<file path="src/rtl/foo_pipeline_pkg.sv">
// Shared constants and helpers for the elastic +1/+2 pipeline.
package foo_pipeline_pkg;

  // Deepest pipeline the block is built and checked for.
  localparam int unsigned FOO_MAX_STAGES = 8;

  // Increment applied by stage i: even stages add 1, odd stages add 2.
  function automatic int unsigned foo_stage_incr(int unsigned i);
    return ((i % 2) == 0) ? 32'd1 : 32'd2;
  endfunction

  // End-to-end result of an n-stage pipeline. The caller truncates to its width.
  function automatic logic [63:0] foo_expected(logic [63:0] x, int unsigned n);
    return x + 64'(n) + 64'(n / 2);
  endfunction

endpackage

</file>
<file path="src/rtl/foo_pipeline_stage.sv">
// One combinational stage: +1 on even indices, +2 (via the upper bits) on odd.
module foo_pipeline_stage
  import foo_pipeline_pkg::*;
#(
  parameter int unsigned WIDTH     = 32,
  parameter int unsigned STAGE_IDX = 0
) (
  input  logic [WIDTH-1:0] d_i,
  output logic [WIDTH-1:0] d_o
);

  if (foo_stage_incr(STAGE_IDX) == 1) begin : g_even
    // Plain increment; carry out of the top bit is dropped.
    always_comb begin
      d_o = d_i + WIDTH'(1);
    end
  end else begin : g_odd
    // Bit 0 passes through, so adding 1 above it is the same as adding 2.
    always_comb begin
      d_o = {d_i[WIDTH-1:1] + (WIDTH-1)'(1), d_i[0]};
    end
  end

endmodule

</file>
<file path="src/rtl/foo_pipeline_elastic.sv">
// Elastic pipeline of NUM_STAGES +1/+2 stages with NUM_STAGES+1 valid/ready register ranks.
module foo_pipeline_elastic
  import foo_pipeline_pkg::*;
#(
  parameter int unsigned WIDTH      = 32,
  parameter int unsigned NUM_STAGES = 2
) (
  input  logic             clk,
  input  logic             rst_n,
  input  logic             input_valid,
  output logic             input_ready,
  input  logic [WIDTH-1:0] x,
  output logic             out_valid,
  input  logic             out_ready,
  output logic [WIDTH-1:0] out,
  output logic             busy
);

  logic [NUM_STAGES:0] rank_valid;
  logic [NUM_STAGES:0] rdy;
  logic [WIDTH-1:0]    rank_data [NUM_STAGES+1];
  logic [WIDTH-1:0]    stage_out [NUM_STAGES];

  // Ready chain: a rank can take new data if it is empty or its successor is taking its item.
  always_comb begin
    rdy             = '0;
    rdy[NUM_STAGES] = out_ready | ~rank_valid[NUM_STAGES];
    for (int r = int'(NUM_STAGES) - 1; r >= 0; r--) begin
      rdy[r] = ~rank_valid[r] | rdy[r+1];
    end
  end

  for (genvar i = 0; i < NUM_STAGES; i++) begin : g_stage
    foo_pipeline_stage #(
      .WIDTH    (WIDTH),
      .STAGE_IDX(i)
    ) u_stage (
      .d_i(rank_data[i]),
      .d_o(stage_out[i])
    );
  end

  for (genvar r = 0; r <= NUM_STAGES; r++) begin : g_rank
    logic             up_valid;
    logic [WIDTH-1:0] up_data;
    logic             valid_q;
    logic [WIDTH-1:0] data_q;

    if (r == 0) begin : g_head
      assign up_valid = input_valid;
      assign up_data  = x;
    end else begin : g_body
      assign up_valid = rank_valid[r-1];
      assign up_data  = stage_out[r-1];
    end

    // Rank register: advances only when ready; data holds across bubbles.
    always_ff @(posedge clk or negedge rst_n) begin
      if (!rst_n) begin
        valid_q <= 1'b0;
        data_q  <= '0;
      end else if (rdy[r]) begin
        valid_q <= up_valid;
        if (up_valid) begin
          data_q <= up_data;
        end
      end
    end

    assign rank_valid[r] = valid_q;
    assign rank_data[r]  = data_q;
  end

  assign input_ready = rdy[0];
  assign out_valid   = rank_valid[NUM_STAGES];
  assign out         = rank_data[NUM_STAGES];
  assign busy        = |rank_valid;

endmodule
</file>
<file path="config.mk">
export PLATFORM = sky130hd
export DESIGN_NAME = foo_pipeline_elastic
export DESIGN_NICKNAME = d
export VERILOG_FILES = /design/src/rtl/foo_pipeline_pkg.sv /design/src/rtl/foo_pipeline_stage.sv /design/src/rtl/foo_pipeline_elastic.sv
export SDC_FILE = /design/constraint.sdc
export NUM_CORES = 1
export LEC_CHECK = 0
export BUFFER_PORTS_ARGS = -buffer_cell sky130_fd_sc_hd__buf_2
export CORE_UTILIZATION = 35
export CTS_BUF_LIST = sky130_fd_sc_hd__clkbuf_16
export CTS_CLUSTER_DIAMETER = 30
export DETAILED_ROUTE_END_ITERATION = 10
export PLACE_DENSITY = 0.64
export SLEW_MARGIN = 5
export SYNTH_ARGS = -nofsm -noshare
export SYNTH_HDL_FRONTEND = slang
export SYNTH_SLANG_ARGS = --single-unit
</file>
<file path="constraint.sdc">
create_clock -name clk -period 3 [get_ports clk]
set_clock_uncertainty 0.15 [all_clocks]
set_input_delay 0.6 -clock clk [delete_from_list [all_inputs] [get_ports clk]]
set_output_delay 0.6 -clock clk [all_outputs]
set_load 0.02 [all_outputs]
</file>
==> flow_summary.ini, run 1 <==
[power]
ir_drop_uv = 325
power_density_nw_per_um2 = 709
p_leak_nw = 2.28

[grt]
antenna_found_initial = 0
grt_pass1_wl_um = 18100
grt_max_degree = 45
grt_pass1_vias = 3586
grtUsageTotal_pct = 15.7
grt_overflow = 0

[synthesis]
yosysWarnings = 0
synth_top_area_share_pct = 50.5
seq_area_frac_synth_pct = 50.5
synth.distinct_cells = 37
synth_top_area_cell = dfrtp_1
synth.net_count = 532
yosysMostFrequentCell = dfrtp_1
synth_area_um2 = 4900
synth_common_cells = dfrtp_1, nand2_1, nor2_1
async_reset_ff_share_pct = 100
syn_area_per_cell_um2 = 9.93
synth.area.top_cells = dfrtp_1, mux2_2, nand2_1
ys.flop_type = dfrtp_1
synth-edff-count = 0
ys_ff_latch = 99
syn_inst = 494

[placement]
gp_congestion = 0.865
io_buffers = 70
dp_hpwl_um = 8290
place_area_um2 = 5420
pre_cts_slack_ns = 0.619

[detailed_routing]
drc = 0
vias = 3777
wl_per_cell_um = 14.6
antenna_left = 0
routed_wl_um = 10700
detail_route.vias_per_cell = 5.15
first_pass_iters = 4
drt_iter0_drc = 219

[clock_network]
clkSinkCount = 99
cts_setup_buffers = 0
clk_latency_ns = 0.34
cts.htree.levels = 3
root_buffer = clkbuf_16
cts_hold_buf = 0
cts_buffers = 9
clk_pin_slew_ns = 0.07
tritoncts = built
cts_resized = 0
cts_buffer_depth = 2

[floorplan]
die_w_um = 120
initial_core_util_pct = 36.5
die_h_um = 120
ios = 71
num_rows = 42
coreArea_um2 = 13500
dieArea_um2 = 14500

[setup_path]
cp.required_ns = 3.11
cp_max_fo = 7
worstSetupPathType = flip-flop to flip-flop
crit_path_start_kind = flip-flop
end_kind = flip-flop
cp.arrival_ns = 2.50

[timing]
worst_slew_pin_slew_ns = 1.09
hold_slack_ns = 0.0930
rsz0062_at_grt = false
tns_ns = 0
post-route-period-util_pct = 79.7
slew_viol_final = 0
slew_headroom_pct = 27.5
hold_viol = 0
setup_viol = 0
min_period_ns = 2.39
fmax_mhz = 418
layout_setup_ws_ns = 0.609

[job]
max-cap-violations = 0

[final_layout]
area_growth_pct = 16.5
fin_area_um2 = 5710
antenna-diode-count = 0
nNetsFinal = 590
final_layout_size_suffix_gt1_share_pct = 23.5

[status]
status = finished, final reports clean

[hold_path]
hold_class = primary input to asynchronous set/reset pin
logic make-up (layout without fill, tap and decap cells):
kind of cell | count (synthesis) | in the layout | share of synthesized area, %
simple gates | 200 | 200 | 21.7
flops | 99 | 99 | 50.5
compound gates | 94 | 94 | 11.9
buf+inv | 41 | 104 | 3.37
mux | 32 | 32 | 7.35
xor+xnor | 26 | 26 | 4.64
fa+ha+maj | 2 | 2 | 0.510
final timing paths:
| check | start | to | slack (ns) | cells after the start |
|---|---|---|---|---|
| worst min-delay path | rst_n | g_rank[0].data_q[22]$_DFFE_PN0P_ | 0.09 | 1 |
| min in group clk | out[0]$_DFFE_PN0P_ | out[0]$_DFFE_PN0P_ | 0.32 | 2 |
| worst max register to register | g_rank[1].data_q[1]$_DFFE_PN0P_ | out[31]$_DFFE_PN0P_ | 0.61 | 5 |
| worst min register to register | out[0]$_DFFE_PN0P_ | out[0]$_DFFE_PN0P_ | 0.32 | 2 |
| worst max-delay path | g_rank[1].data_q[1]$_DFFE_PN0P_ | out[31]$_DFFE_PN0P_ | 0.61 | 5 |
| max in group asynchronous | rst_n | out[26]$_DFFE_PN0P_ | 1.91 | 2 |
cells in the final DEF (no fill, tap or decap), drive strengths merged:
cell type and instances:
clkinv 3, mux2 32, clkbuf 9, and2 1, nor4 7, nand3b 1
o31ai 25, nand4b 1, nand2 56, o41ai 1, a31oi 32, xnor2 16
o211ai 2, and4 4, or4 28, nand4 14, clkinvlp 2, xor2 10
or4b 1, nor2 35, nor2b 2, or2 4, o21ai 33, inv 13
a31o 1, buf 76, bufinv 1, nand3 23, or3 10, dfrtp 99
ha 2, or4bb 1, nor3 3, and3 6, nand2b 3
area by class of cell:
cell class | instances | area, um^2
Multi-Input combinational cell | 354 | 2260
Sequential cell | 99 | 2480
Tap cell | 176 | 220
Inverter | 12 | 45.0
Clock buffer | 9 | 225
Timing Repair Buffer | 76 | 410
Fill cell | 1350 | 7740
Clock inverter | 7 | 70.1
critical path, cell delays in order, from the launching register on:
cell,delay [ns]
dfrtp_1,0.40
ha_1,0.22
and4_1,0.34
or4b_4,0.53
or4_1,0.48
a31oi_1,0.18
sequential cells by signal, indices dropped and copies added (netlist names):
name            flops
g_rank.data_q      64
out                32
g_rank.valid_q      2
out_valid           1
per-layer routing:
metal,global-route usage [%],wire (um),vias up
met3,2.97,467,11
met5,0,0,-
li1,-,-,1946
met1,23.0,5450,1743
met4,5.56,159,0
met2,23.1,4590,77
report_power, final:
part	switching [mW]	internal, mW	leakage, nW
Sequential	0.308	1.64	1.15
Clock	0.490	0.643	0.140
Combinational	0.577	0.395	0.989
Total	1.38	2.68	2.28
stage by stage:
stage | util (%) | total power [mW] | std cells
detailed placement | 40.3 | 2.96 | 717
global route | 42.5 | 4.32 | 733
floorplan | - | 2.57 | 494
global placement | 40.3 | 2.91 | 717
finish | 42.5 | 4.05 | 733
CTS | 42.5 | 4.10 | 733
No activity file was read; power rests on OpenSTA's default activity.
==> run 2, diff against run 1 <==
PLACE_DENSITY = 0.66   (was 0.64)
clock period = 2.1 ns   (was 3 ns; I/O delays follow)
==> run 2 against run 1 <==
Compared with the run above: hold slack improved by 0.057 ns; first-iteration DRC count increased by 13%; sequential cell count did not move; via count increased by 11%; clock-buffer cell count is the same; fmax rose by 15%; design area increased by 13%; total power up 56%; worst setup slack got worse by 0.60 ns; critical path depth unchanged; non-clock buffer count increased by 81; largest cell class unchanged; largest power group unchanged.
==> flow_summary.ini, run 2 (same netlist as run 1, synthesis figures left out) <==
[hold_path]
hold_class = primary input to flip-flop
worstHoldPathCells = 2
min_to = g_rank[0].data_q[8]$_DFFE_PN0P_
hold_path_startpoint = x[8]

[final_layout]
nNetsFinal = 671
seq_area_um2 = 2480
largest_register_ffs = 64
fin_util_pct = 47.8
final_cell_mix = dfrtp_1, buf_4, buf_2
fin_area_um2 = 6430
area_growth_pct = 31.0
final_layout_size_suffix_gt1_share_pct = 35.0
multi_input_area_um2 = 2330
top_register = g_rank.data_q
nFillCells = 1270
final_common_cell = dfrtp_1
antenna-diode-count = 0
fin_cells = 814

[clock_network]
cts_buffer_depth = 2
cts_buffers = 9
clkSinkCount = 99
root_buffer = clkbuf_16
tritoncts = built
clk_pin_slew_ns = 0.07
clk_latency_ns = 0.35
cts.htree.levels = 3

[timing]
rsz0062_at_grt = true
slew_viol_final = 0
slew_headroom_pct = 73.8
min_period_ns = 2.09
hold_slack_ns = 0.150
post-route-period-util_pct = 99.4
setup_viol = 0
worst_slew_pin_slew_ns = 0.393
fmax_mhz = 479
hold_viol = 0

[detailed_routing]
vias = 4202
drt_iter0_drc = 247
routed_wl_um = 12100
drc = 0
detail_route.vias_per_cell = 5.16
first_pass_iters = 4
wl_per_cell_um = 14.9
antenna_left = 0

[grt]
use_met2_pct = 26.5
grt.busiest_layer = met2
antenna_found_initial = 0
grtUsageTotal_pct = 17.4
gr-usage-met1_pct = 24.1
grt_util_met3_pct = 3.21
grt_pass1_vias = 4088
grt_max_degree = 72
grt_pass1_wl_um = 19900
grt_overflow = 0

[floorplan]
num_rows = 42
die_w_um = 120
dieArea_um2 = 14500
coreArea_um2 = 13500
die_h_um = 120
initial_core_util_pct = 36.5
ios = 71

[setup_path]
crit_chain = ha_2 > and4_4 > or4b_4 > or4_1 > a31oi_1
cp_slowest_cell = or4b_4
cp.arrival_ns = 2.21
worstSetupPathType = flip-flop to flip-flop
cp.required_ns = 2.22
r2r-end = out[27]$_DFFE_PN0P_
cp_max_fo = 6
reg2reg_from = g_rank[1].data_q[1]$_DFFE_PN0P_
cp-startpoint = g_rank[1].data_q[1]$_DFFE_PN0P_
reg2reg_slack_ns = 0.01
slowest_delay_ns = 0.49
worst-r2r-cell-count = 5
crit_path_start_kind = flip-flop
end_kind = flip-flop

[placement]
place_area_um2 = 5970
place_inst = 787
dp_hpwl_um = 8970
io_buffers = 70
gp_congestion = 0.863

[status]
status = finished, final reports clean

[power]
p_leak_nw = 2.70
ir_drop_uv = 419
power_density_nw_per_um2 = 985

[job]
max-cap-violations = 0
## run 2: timing repair
| item | CTS | global route |
|---|---|---|
| resized for setup | 10 | 8 |
| cloned | 0 | 0 |
| setup buffers | 6 | 6 |
| hold endpoints to repair | 99 | 0 |
| pin swaps | 4 | 7 |
| endpoints found under the setup margin | 12 | 21 |
| hold buffers | 1 | 0 |
## run 2: worst max path at each step
stage / end / cells past startpoint / slack [ns]
after global routing: out[29]$_DFFE_PN0P_ / 5 / -0.06
after detailed placement: g_rank[1].data_q[24]$_DFFE_PN0P_ / 6 / -0.06
final: out[27]$_DFFE_PN0P_ / 5 / 0.01
after floorplan: out[29]$_DFFE_PN0P_ / 6 / -0.02
after global placement: g_rank[1].data_q[27]$_DFFE_PN0P_ / 5 / 0.009
after CTS: out[27]$_DFFE_PN0P_ / 5 / 0.01
## run 2: through the flow
| step | power (mW) | TNS (ns) | setup WS [ns] |
|---|---|---|---|
| 2_1_floorplan | 3.67 | -0.0535 | -0.0178 |
| 3_3_place_gp | 4.48 | 0 | 0.00892 |
| 3_5_place_dp | 4.56 | -0.374 | -0.0620 |
| 4_1_cts | 6.33 | 0 | 0.00991 |
| 5_1_grt | 6.68 | -0.173 | -0.0626 |
| 6_report | 6.33 | 0 | 0.0126 |
## run 2: area by class of cell
| class | instances | share of cell area, % |
|---|---|---|
| multi-input combinational | 354 | 36.2 |
| timing repair buffer | 157 | 16.3 |
| clock inverter | 7 | 1.30 |
| sequential | 99 | 38.6 |
| tap | 176 | 3.43 |
| clock buffer | 9 | 3.50 |
| inverter | 12 | 0.701 |
## run 2: power by group
group	internal, mW	switching, mW	leakage [nW]
logic	0.873	1.07	1.40
clock network	1.03	0.708	0.152
registers	2.34	0.303	1.15
## run 2: critical path, delay by kind of cell, from the launching register on
family	cells	cell delay (ns)
AND/OR/NAND/NOR	3	1.10
AO/OA/AOI/OAI	1	0.18
flip-flops	1	0.38
adder cells (fa/ha/maj)	1	0.19
## run 2: per-layer routing
metal  vias to the layer above  wire length, um
li1                       2101                -
met1                      1995             5880
met2                        92             5540
met3                        14              479
met4                         0              227
met5                         -                0
==> run 3, diff against run 2 <==
SYNTH_HIERARCHICAL = 1   (was not set)
==> run 3 against run 2 <==
Compared with the run above: area after synthesis is 1.7% higher; clock-buffer cell count stayed put; register-to-register slack better by 0.08 ns; sequential power up 11%; synthesized cell count fell by 21%; routed wire length is 17% lower; sequential cell count is the same; highest routed layer unchanged.
==> flow_summary.ini, run 3 <==
[detailed_routing]
drc = 0
routed_wl_um = 10100
detail_route.vias_per_cell = 4.93
wl_per_cell_um = 15.3
drt_iter0_drc = 179
antenna_left = 0
vias = 3262
first_pass_iters = 4

[synthesis]
yosysWarnings = 6
synth.net_count = 429
seq_area_frac_synth_pct = 49.7
syn_inst = 391
synth-edff-count = 0
syn_area_per_cell_um2 = 12.8
synth_common_cells = dfrtp_1, mux2_2, xnor2_1
synth_top_area_cell = dfrtp_1
synth.area.top_cells = dfrtp_1, mux2_2, xnor2_1
synth.distinct_cells = 35
synth_area_um2 = 4990
synth_top_area_share_pct = 49.7
ys_ff_latch = 99
ys.flop_type = dfrtp_1
yosysMostFrequentCell = dfrtp_1
async_reset_ff_share_pct = 100

[clock_network]
cts_buffers = 9
cts.htree.levels = 3
clk_pin_slew_ns = 0.07
cts_buffer_depth = 2
tritoncts = built
root_buffer = clkbuf_16
clk_latency_ns = 0.34
clkSinkCount = 99

[floorplan]
coreArea_um2 = 13900
num_rows = 43
die_w_um = 121
ios = 71
initial_core_util_pct = 35.9
die_h_um = 121
dieArea_um2 = 14700

[timing]
rsz0062_at_grt = false
slew_viol_final = 0
hold_viol = 0
slew_headroom_pct = 67.1
min_period_ns = 2.01
tns_ns = 0
worst_slew_pin_slew_ns = 0.493
post-route-period-util_pct = 95.7
fmax_mhz = 498
setup_viol = 0

[setup_path]
cp.arrival_ns = 2.08
slowest_delay_ns = 0.41
end_kind = flip-flop
cp_slowest_cell = dfrtp_1
crit_chain = and3_1 > nand3_1 > buf_4 > nor4_2 > xor2_1 > mux2_2
worstSetupPathType = flip-flop to flip-flop
cp_top_family = simple AND/OR/NAND/NOR gates
crit_path_start_kind = flip-flop
worst-path-buf-inv = 1
cp.required_ns = 2.17
cp_max_fo = 8

[final_layout]
nNetsFinal = 515
fin_area_um2 = 5950
final_layout_size_suffix_gt1_share_pct = 45.0
final_common_cell = dfrtp_1
final_cell_mix = dfrtp_1, mux2_2, buf_2
fin_util_pct = 42.9
top_register = g_rank.data_q
largest_register_ffs = 64
area_growth_pct = 19.4
antenna-diode-count = 0

[power]
power_density_nw_per_um2 = 1060
total_power_mw = 6.32
p_leak_nw = 2.51
ir_drop_uv = 414

[hold_path]
hold_class = primary input to flip-flop

[grt]
grt_pass1_wl_um = 16600
grt_max_degree = 37
grt_pass1_vias = 3290
antenna_found_initial = 0
grt_overflow = 0
grtUsageTotal_pct = 14.5

[placement]
io_buffers = 70
dp_hpwl_um = 7520
place_area_um2 = 5620
gp_congestion = 0.860

[status]
status = finished, final reports clean

[job]
max-cap-violations = 0
[run 3: what timing repair did]
item,in CTS,in global routing
setup buffers,0,0
hold buffers,1,0
pin swaps,0,0
gates resized for setup,1,10
endpoints found under the setup margin,3,10
endpoints found under the hold margin,33,0
[run 3: cell families (layout without fill, tap and decap cells)]
group / count (synthesis) / after routing / share of synthesized area [%]
XOR/XNOR: 59 / 59 / 10.4
buffers and inverters: 20 / 111 / 3.01
adder cells (fa/ha/maj): 2 / 2 / 0.502
flip-flops: 99 / 99 / 49.7
AND/OR/NAND/NOR: 115 / 115 / 14.8
multiplexers: 96 / 96 / 21.7
[run 3: final timing paths]
check / start / endpoint / slack (ns) / depth (start not counted)
setup / recovery: g_rank[0].data_q[18]$_DFFE_PN0P_ / g_rank[1].data_q[26]$_DFFE_PN0P_ / 0.09 / 6
hold / removal: input_valid / g_rank[0].valid_q$_DFFE_PN0P_ / 0.15 / 2
setup reg to reg: g_rank[0].data_q[18]$_DFFE_PN0P_ / g_rank[1].data_q[26]$_DFFE_PN0P_ / 0.09 / 6
hold reg to reg: out[2]$_DFFE_PN0P_ / out[2]$_DFFE_PN0P_ / 0.35 / 1
max in group asynchronous: rst_n / g_rank[0].data_q[6]$_DFFE_PN0P_ / 0.71 / 3
min in group asynchronous: rst_n / out[31]$_DFFE_PN0P_ / 0.43 / 2
[run 3: area by class of cell]
type / instances / area, um^2
Sequential cell: 99 / 2480
Inverter: 6 / 22.5
Fill cell: 1284 / 7930
Multi-Input combinational cell: 272 / 2420
Clock inverter: 7 / 37.5
Clock buffer: 9 / 225
Timing Repair Buffer: 89 / 548
Tap cell: 180 / 225
[run 3: power by group]
part           leakage, nW  total (mW)  switching, mW  internal (mW)
Sequential            1.15        2.94          0.490           2.45
Combinational         1.23        1.90          0.953          0.945
Clock                0.125        1.48          0.691          0.786
[run 3: layer usage]
metal  share of wire [%]  global-route usage (%)  wire length [um]
met5                   0                       0                 0
met4                 1.9                    5.94               193
met3                 4.2                    3.15               429
met2                  45                    22.5              4580
met1                  49                    19.6              4920
[run 3: worst reg2reg max path: cells and delay by family, from the launching register on]
family                    cells  cell delay (ns)
muxes                         1             0.27
xor gates and xnor gates      1             0.10
DFF                           1             0.41
and+or+nand+nor               3             0.71
buffers and inverters         1             0.24
[run 3: per-stage QoR]
step	hold slack, ns	setup WS [ns]	instances
after floorplan	-0.0256	0.256	391
after global placement	0.265	0.137	645
after detailed placement	0.273	0.0270	645
final	0.146	0.0906	662
after global routing	0.144	0.00178	662
after CTS	0.134	-0.0350	662
